### src/rtl/conv_pkg.sv
// Shared state encoding and window indexing helper for the KxK window generator.
package conv_pkg;

   localparam logic [1:0] ST_IDLE = 2'd0;
   localparam logic [1:0] ST_FILL = 2'd1;
   localparam logic [1:0] ST_RUN  = 2'd2;
   localparam logic [1:0] ST_DONE = 2'd3;

   typedef enum logic [1:0] {
      S_IDLE = ST_IDLE,
      S_FILL = ST_FILL,
      S_RUN  = ST_RUN,
      S_DONE = ST_DONE
   } state_t;

   // Flattened window slot of row r (0 = top), column c (0 = leftmost).
   function automatic int win_idx(input int r, input int c, input int ksize);
      return r * ksize + c;
   endfunction

endpackage

### src/rtl/win_shift_row.sv
// One window row: KSIZE words shifted towards column 0, new word entering at column KSIZE-1.
module win_shift_row #(
   parameter int WORDWIDTH = 32,
   parameter int KSIZE     = 3
) (
   input  logic                       clk,
   input  logic                       rst,
   input  logic                       i_en,
   input  logic [WORDWIDTH-1:0]       i_din,
   output logic [KSIZE*WORDWIDTH-1:0] o_row
);

   logic [KSIZE*WORDWIDTH-1:0] r_row;

   always_ff @(posedge clk or posedge rst) begin
      if (rst) begin
         r_row <= '0;
      end else if (i_en) begin
         r_row <= {i_din, r_row[KSIZE*WORDWIDTH-1:WORDWIDTH]};
      end
   end

   assign o_row = r_row;

endmodule

### src/rtl/conv_window_gen.sv
// KxK sliding-window generator fed by the live pixel stream and the line-buffer taps.
// Optional macro WIN_TAP_CHECK_EN adds a sticky tap_err output checking tap_valid alignment.
module conv_window_gen
   import conv_pkg::*;
#(
   parameter int WORDWIDTH  = 32,
   parameter int FIG_WIDTH  = 28,
   parameter int FIG_HEIGHT = 28,
   parameter int KSIZE      = 3,
   parameter int CNT_W      = 5
) (
   input  logic                             clk,
   input  logic                             rst,
   input  logic                             sof,
   input  logic [WORDWIDTH-1:0]             pix_in,
   input  logic                             pix_valid,
   input  logic [(KSIZE-1)*WORDWIDTH-1:0]   tap_in,
   input  logic [KSIZE-2:0]                 tap_valid,
   output logic [KSIZE*KSIZE*WORDWIDTH-1:0] win_out,
   output logic                             win_valid,
   output logic [CNT_W-1:0]                 win_row,
   output logic [CNT_W-1:0]                 win_col,
   output logic                             frame_done,
   output logic                             busy
`ifdef WIN_TAP_CHECK_EN
   ,
   output logic                             tap_err
`endif
);

   localparam logic [CNT_W-1:0] LP_COL_MAX = CNT_W'(FIG_WIDTH - 1);
   localparam logic [CNT_W-1:0] LP_ROW_MAX = CNT_W'(FIG_HEIGHT - 1);
   localparam logic [CNT_W-1:0] LP_K1      = CNT_W'(KSIZE - 1);

   logic [WORDWIDTH-1:0] r_pix_p1;
   logic                 r_pv_p1;
   logic                 r_sof_p1;
   logic [CNT_W-1:0]     r_row;
   logic [CNT_W-1:0]     r_col;
   logic [CNT_W-1:0]     w_row;
   logic [CNT_W-1:0]     w_col;
   logic [CNT_W-1:0]     w_row_nxt;
   logic [CNT_W-1:0]     w_col_nxt;
   logic                 w_last;
   logic                 w_corner;
   logic                 r_win_valid;
   logic [CNT_W-1:0]     r_win_row;
   logic [CNT_W-1:0]     r_win_col;
   logic                 r_frame_done;
   state_t               r_state;
   state_t               w_state_nxt;

   // Stage p1: align the live pixel with the one-cycle line-buffer read lag
   always_ff @(posedge clk or posedge rst) begin
      if (rst) begin
         r_pix_p1 <= '0;
         r_pv_p1  <= 1'b0;
         r_sof_p1 <= 1'b0;
      end else begin
         r_pix_p1 <= pix_in;
         r_pv_p1  <= pix_valid;
         r_sof_p1 <= sof & pix_valid;
      end
   end

   // A qualified sof makes the aligned pixel (0,0) regardless of where the counters were.
   assign w_row    = r_sof_p1 ? '0 : r_row;
   assign w_col    = r_sof_p1 ? '0 : r_col;
   assign w_last   = (w_row == LP_ROW_MAX) && (w_col == LP_COL_MAX);
   assign w_corner = (w_row == LP_K1) && (w_col == LP_K1);

   always_comb begin
      w_col_nxt = w_col + 1'b1;
      w_row_nxt = w_row;
      if (w_col == LP_COL_MAX) begin
         w_col_nxt = '0;
         w_row_nxt = (w_row == LP_ROW_MAX) ? '0 : w_row + 1'b1;
      end
   end

   // Stage p2: shift window, advance counters, register window qualifiers
   always_ff @(posedge clk or posedge rst) begin
      if (rst) begin
         r_row       <= '0;
         r_col       <= '0;
         r_win_valid <= 1'b0;
         r_win_row   <= '0;
         r_win_col   <= '0;
      end else begin
         r_win_valid <= r_pv_p1 && (w_row >= LP_K1) && (w_col >= LP_K1);
         if (r_pv_p1) begin
            r_row     <= w_row_nxt;
            r_col     <= w_col_nxt;
            r_win_row <= w_row;
            r_win_col <= w_col;
         end
      end
   end

   for (genvar r = 0; r < KSIZE; r++) begin : g_row
      logic [WORDWIDTH-1:0]       w_din;
      logic [KSIZE*WORDWIDTH-1:0] w_row_data;

      if (r == KSIZE - 1) begin : g_bottom
         assign w_din = r_pix_p1;
      end else begin : g_tap
         assign w_din = tap_in[(KSIZE-2-r)*WORDWIDTH +: WORDWIDTH];
      end

      win_shift_row #(
         .WORDWIDTH (WORDWIDTH),
         .KSIZE     (KSIZE)
      ) u_row (
         .clk   (clk),
         .rst   (rst),
         .i_en  (r_pv_p1),
         .i_din (w_din),
         .o_row (w_row_data)
      );

      assign win_out[win_idx(r, 0, KSIZE)*WORDWIDTH +: KSIZE*WORDWIDTH] = w_row_data;
   end

   always_ff @(posedge clk or posedge rst) begin
      if (rst) begin
         r_state      <= S_IDLE;
         r_frame_done <= 1'b0;
      end else begin
         r_state      <= w_state_nxt;
         r_frame_done <= (r_state == S_DONE) && !(r_pv_p1 && r_sof_p1);
      end
   end

   always_comb begin
      w_state_nxt = r_state;
      if (r_pv_p1) begin
         if (r_sof_p1) begin
            w_state_nxt = S_FILL;
         end else begin
            case (r_state)
               S_IDLE:  w_state_nxt = S_FILL;
               S_FILL:  begin
                  if (w_last)        w_state_nxt = S_DONE;
                  else if (w_corner) w_state_nxt = S_RUN;
               end
               S_RUN:   if (w_last) w_state_nxt = S_DONE;
               S_DONE:  w_state_nxt = S_FILL;
               default: w_state_nxt = S_IDLE;
            endcase
         end
      end else if (r_state == S_DONE) begin
         w_state_nxt = S_IDLE;
      end
   end

   assign win_valid  = r_win_valid;
   assign win_row    = r_win_row;
   assign win_col    = r_win_col;
   assign frame_done = r_frame_done;
   assign busy       = (r_state == S_FILL) || (r_state == S_RUN);

`ifdef WIN_TAP_CHECK_EN
   logic r_tap_err;
   logic w_tap_bad;

   // A tap is required once the pixel has i+1 rows above it, and must never be valid on its own.
   always_comb begin
      w_tap_bad = 1'b0;
      for (int i = 0; i < KSIZE - 1; i++) begin
         if (r_pv_p1 && (w_row >= CNT_W'(i + 1)) && !tap_valid[i]) w_tap_bad = 1'b1;
         if (tap_valid[i] && !r_pv_p1)                             w_tap_bad = 1'b1;
      end
   end

   always_ff @(posedge clk or posedge rst) begin
      if (rst) begin
         r_tap_err <= 1'b0;
      end else if (w_tap_bad) begin
         r_tap_err <= 1'b1;
      end
   end

   assign tap_err = r_tap_err;
`else
   logic w_unused_tap_valid;
   assign w_unused_tap_valid = |tap_valid;
`endif

endmodule

### config.mk
export PLATFORM = sky130hd
export DESIGN_NAME = conv_window_gen
export DESIGN_NICKNAME = d
export VERILOG_FILES = /design/src/rtl/conv_pkg.sv /design/src/rtl/win_shift_row.sv /design/src/rtl/conv_window_gen.sv
export SDC_FILE = /design/constraint.sdc
export NUM_CORES = 1
export LEC_CHECK = 0
export ABC_AREA = 0
export BUFFER_PORTS_ARGS = -buffer_cell sky130_fd_sc_hd__buf_2
export CAP_MARGIN = 20
export CORE_MARGIN = 5
export CORE_UTILIZATION = 53
export CTS_BUF_LIST = sky130_fd_sc_hd__clkbuf_8
export CTS_CLUSTER_SIZE = 40
export DETAILED_ROUTE_END_ITERATION = 12
export PLACE_DENSITY = 0.83
export SLEW_MARGIN = 15
export SYNTH_ARGS = -nofsm -noshare
export SYNTH_HDL_FRONTEND = slang
export SYNTH_SLANG_ARGS = --single-unit
### constraint.sdc
create_clock -name clk -period 15.5 [get_ports clk]
set_input_delay 3.1 -clock clk [delete_from_list [all_inputs] [get_ports clk]]
set_output_delay 3.1 -clock clk [all_outputs]
set_load 0.03 [all_outputs]
==> flow_metrics.env <==
export IMPL_grt_max_degree=122
export IMPL_mostFrequentLayoutCells="400 x buf_2, 345 x dfrtp_1, 294 x mux2_2, 57 x clkbuf_8, 34 x inv_1"
export IMPL_path_class="flip-flop to output pin"
export IMPL_setup_slack_ns=10.80
export IMPL_ctsHoldBuffers=0
export IMPL_dp_cells=1455
export IMPL_core_mm2=0.02361
export IMPL_p_sw_uw=804.5
export IMPL_fmax_ghz=0.2126
export IMPL_synth_cell_types=43
export IMPL_syn_mean_instance_area_um2=16.61
export IMPL_wire_per_inst_um=18.83
export IMPL_max_cap_violations=0
export IMPL_gr_max_usage_layer="met2"
export IMPL_cts_tree="yes"
export IMPL_hold_violations=0
export IMPL_cp_end_kind="output pin"
export IMPL_switching_share=0.3387
export IMPL_worst_hold_slack_ns=0.4676
export IMPL_min_path_cells=1
export IMPL_portBuffers=400
export IMPL_grt_first_pass_wirelength_um=45410
export IMPL_worst_pin_slew_ns=1.107
export IMPL_yosys_warnings=0
export IMPL_nFillCells=1670
export IMPL_grt_pass1_vias=8487
export IMPL_start_util=0.5409
export IMPL_ant_nets=0
export IMPL_min_from="g_row[2].w_din[23]"
export IMPL_postSynthNetCount=877
export IMPL_worstSetupStartpointType="flip-flop"
export IMPL_nets=1301
export IMPL_synth_area_mm2=0.01277
export IMPL_yosys_top_cells_area="dfrtp_1 68%, mux2_2 26%, buf_2 1.3%, ha_1 0.59%, o2bb2ai_1 0.34%"
export IMPL_synth_edff_count=0
export IMPL_fin_skew_ns=0.01352
export IMPL_p_seq_frac=0.472
export IMPL_status="finished clean"
export IMPL_path_max_fanout=4
export IMPL_internal_power_mw=1.571
export IMPL_die_area_mm2=0.02730
export IMPL_p_leak_nw=7.691
export IMPL_pre_cts_slack_ns=9.783
export IMPL_track_usage=0.2107
export IMPL_clock_sinks=346
export IMPL_powerDensity_mw_per_mm2=148.5
export IMPL_yosysTopAreaCell="dfrtp_1"
export IMPL_clockBufferDepth=3
export IMPL_clkLatencyLatePin_ns=0.55
export IMPL_route_detailed_drc=0
export IMPL_synthCells=769
export IMPL_grt_util_met2=0.3589
export IMPL_cts_post_setup_buffers_inserted=0
export IMPL_place_gp_congestion=0.8485
export IMPL_io_pins=403
export IMPL_power_frac_clock=0.274
export IMPL_peakVddDrop_uv=92.34
export IMPL_ys_seq_area_frac=0.6780
export IMPL_synth_async_reset_ratio=1.000
export IMPL_max_slew_margin_rel=0.2620
export IMPL_arrival_ns=1.60
export IMPL_drive_gt1_frac=0.6283
export IMPL_grtUsageMet1=0.2456
export IMPL_min_period_ns=4.703
export IMPL_clkTransAtPathRegs_ns=0.06
export IMPL_drtIter0Drc=326
export IMPL_setup_viol=0
export IMPL_r2r_end="g_row[0].u_row.o_row[79]"
export IMPL_fin_crit_sh=0.3034
export IMPL_cts_made_buffers=53
export IMPL_syn2layout_area_growth_pct=25.25
export IMPL_root_buffer="clkbuf_8"
export IMPL_die_height_um=165.2
export IMPL_layout_commonest_cell="buf_2"
export IMPL_r2r_slack_ns=12.05
export IMPL_slew_viol_final=0
export IMPL_synth_ff_latch_count=346
export IMPL_cts_htree_levels=2
export IMPL_first_pass_iters=4
export IMPL_critPathRequiredTime_ns=12.40
export IMPL_rsz0062_at_grt="false"
export IMPL_holdPathEnd="g_row[2].u_row.o_row[87]"
export IMPL_std_cell_rows=56
export IMPL_via_per_inst=5.127
export IMPL_final_setup_tns_ns=0
export IMPL_hpwl_um=20820
export IMPL_antenna_found_initial=3
export IMPL_use_met3=0.07247
export IMPL_fp_dieW_um=165.2
export IMPL_p_comb_frac=0.253
export IMPL_ys_flop_type="dfrtp_1"
export IMPL_synth_top_area_share=0.6780
export IMPL_instances_no_fill=1546
export IMPL_wirelength_um=29110
export IMPL_hold_path_class="flip-flop to flip-flop"
export IMPL_postCtsResizedCells=0
export IMPL_r2r_start="r_pv_p1"
export IMPL_gr_total_overflow=0
export IMPL_r2r_cells=3
export IMPL_routed_via_count=7926
-- power by group through the flow --
stage                     logic, mW  registers, mW  clock network, mW
after detailed placement      0.606           1.14                  0
after CTS                     0.608           1.12              0.674
final                         0.602           1.12              0.652
after global placement        0.596           1.13                  0
after global routing          0.637           1.14              0.720
after floorplan               0.179           1.36                  0
-- registers in the layout, indices dropped and copies added (netlist names) --
name               cells
win_row                5
r_row                  5
g_row.w_din           32
win_valid              1
r_pv_p1                1
frame_done             1
win_col                5
r_col                  5
g_row.u_row.o_row    288
r_state                2
r_sof_p1               1
-- worst max-delay path: stages (launching register included) --
cell,delay [ns]
dfrtp_1,0.40
inv_1,0.09
ha_1,0.32
inv_1,0.06
buf_2,0.20
-- synth_stat cells, types with 2 or more instances --
cell,count
mux2_2,294
a22o_1,2
o2bb2ai_1,5
o22ai_1,2
a21oi_1,3
ha_1,6
nor3_1,3
dfrtp_1,346
nand4_1,2
buf_2,34
clkbuf_1,3
mux2i_1,2
nand3_1,3
inv_1,9
nor2b_1,3
nor2_1,6
nand2_1,11
o21ai_0,7
nand2b_1,4
-- final cells by class --
class	count	area, µm²	area share
antenna	3	7.507	0.0004693
clock buffer	57	784.5	0.04905
clock inverter	29	120.1	0.007509
sequential	346	8662	0.5415
timing repair buffer	408	2102	0.1314
inverter	9	41.29	0.002581
multi-input combinational	375	3879	0.2425
tap	319	399.1	0.02495
-- metal layers --
layer | part of all wire | routed length, µm | vias up
met5 | 0.00045 | 13 | -
met1 | 0.37 | 10830 | 3989
met2 | 0.51 | 14770 | 288
met4 | 0.035 | 1022 | 2
met3 | 0.085 | 2460 | 60
li1 | - | - | 3587
-- worst max path at each step --
stage	to	start	cells after the start	slack, ns
final	busy	r_state[0]	4	10.80
after global routing	g_row[0].u_row.o_row[92]	rst	5	10.51
after CTS	g_row[0].u_row.o_row[92]	rst	4	10.37
after detailed placement	g_row[1].u_row.o_row[82]	rst	4	9.78
after global placement	g_row[1].u_row.o_row[81]	rst	4	9.81
after floorplan	frame_done	rst	1	2.81
-- through the flow --
step	total power [mW]	area [µm²]	utilization
final	2.375	16000	0.6774
after global routing	2.498	15990	0.6773
after CTS	2.405	15930	0.6748
after detailed placement	1.743	15030	0.6364
after global placement	1.723	15030	0.6364
after floorplan	1.536	12770	-
-- cells by family after synthesis --
logic type / synth area share
flops: 0.6780
mux: 0.2608
simple gates: 0.01999
buf+inv: 0.01832
compound gates: 0.01705
fa+ha+maj: 0.005878
Power figures use the tool's default switching activity.
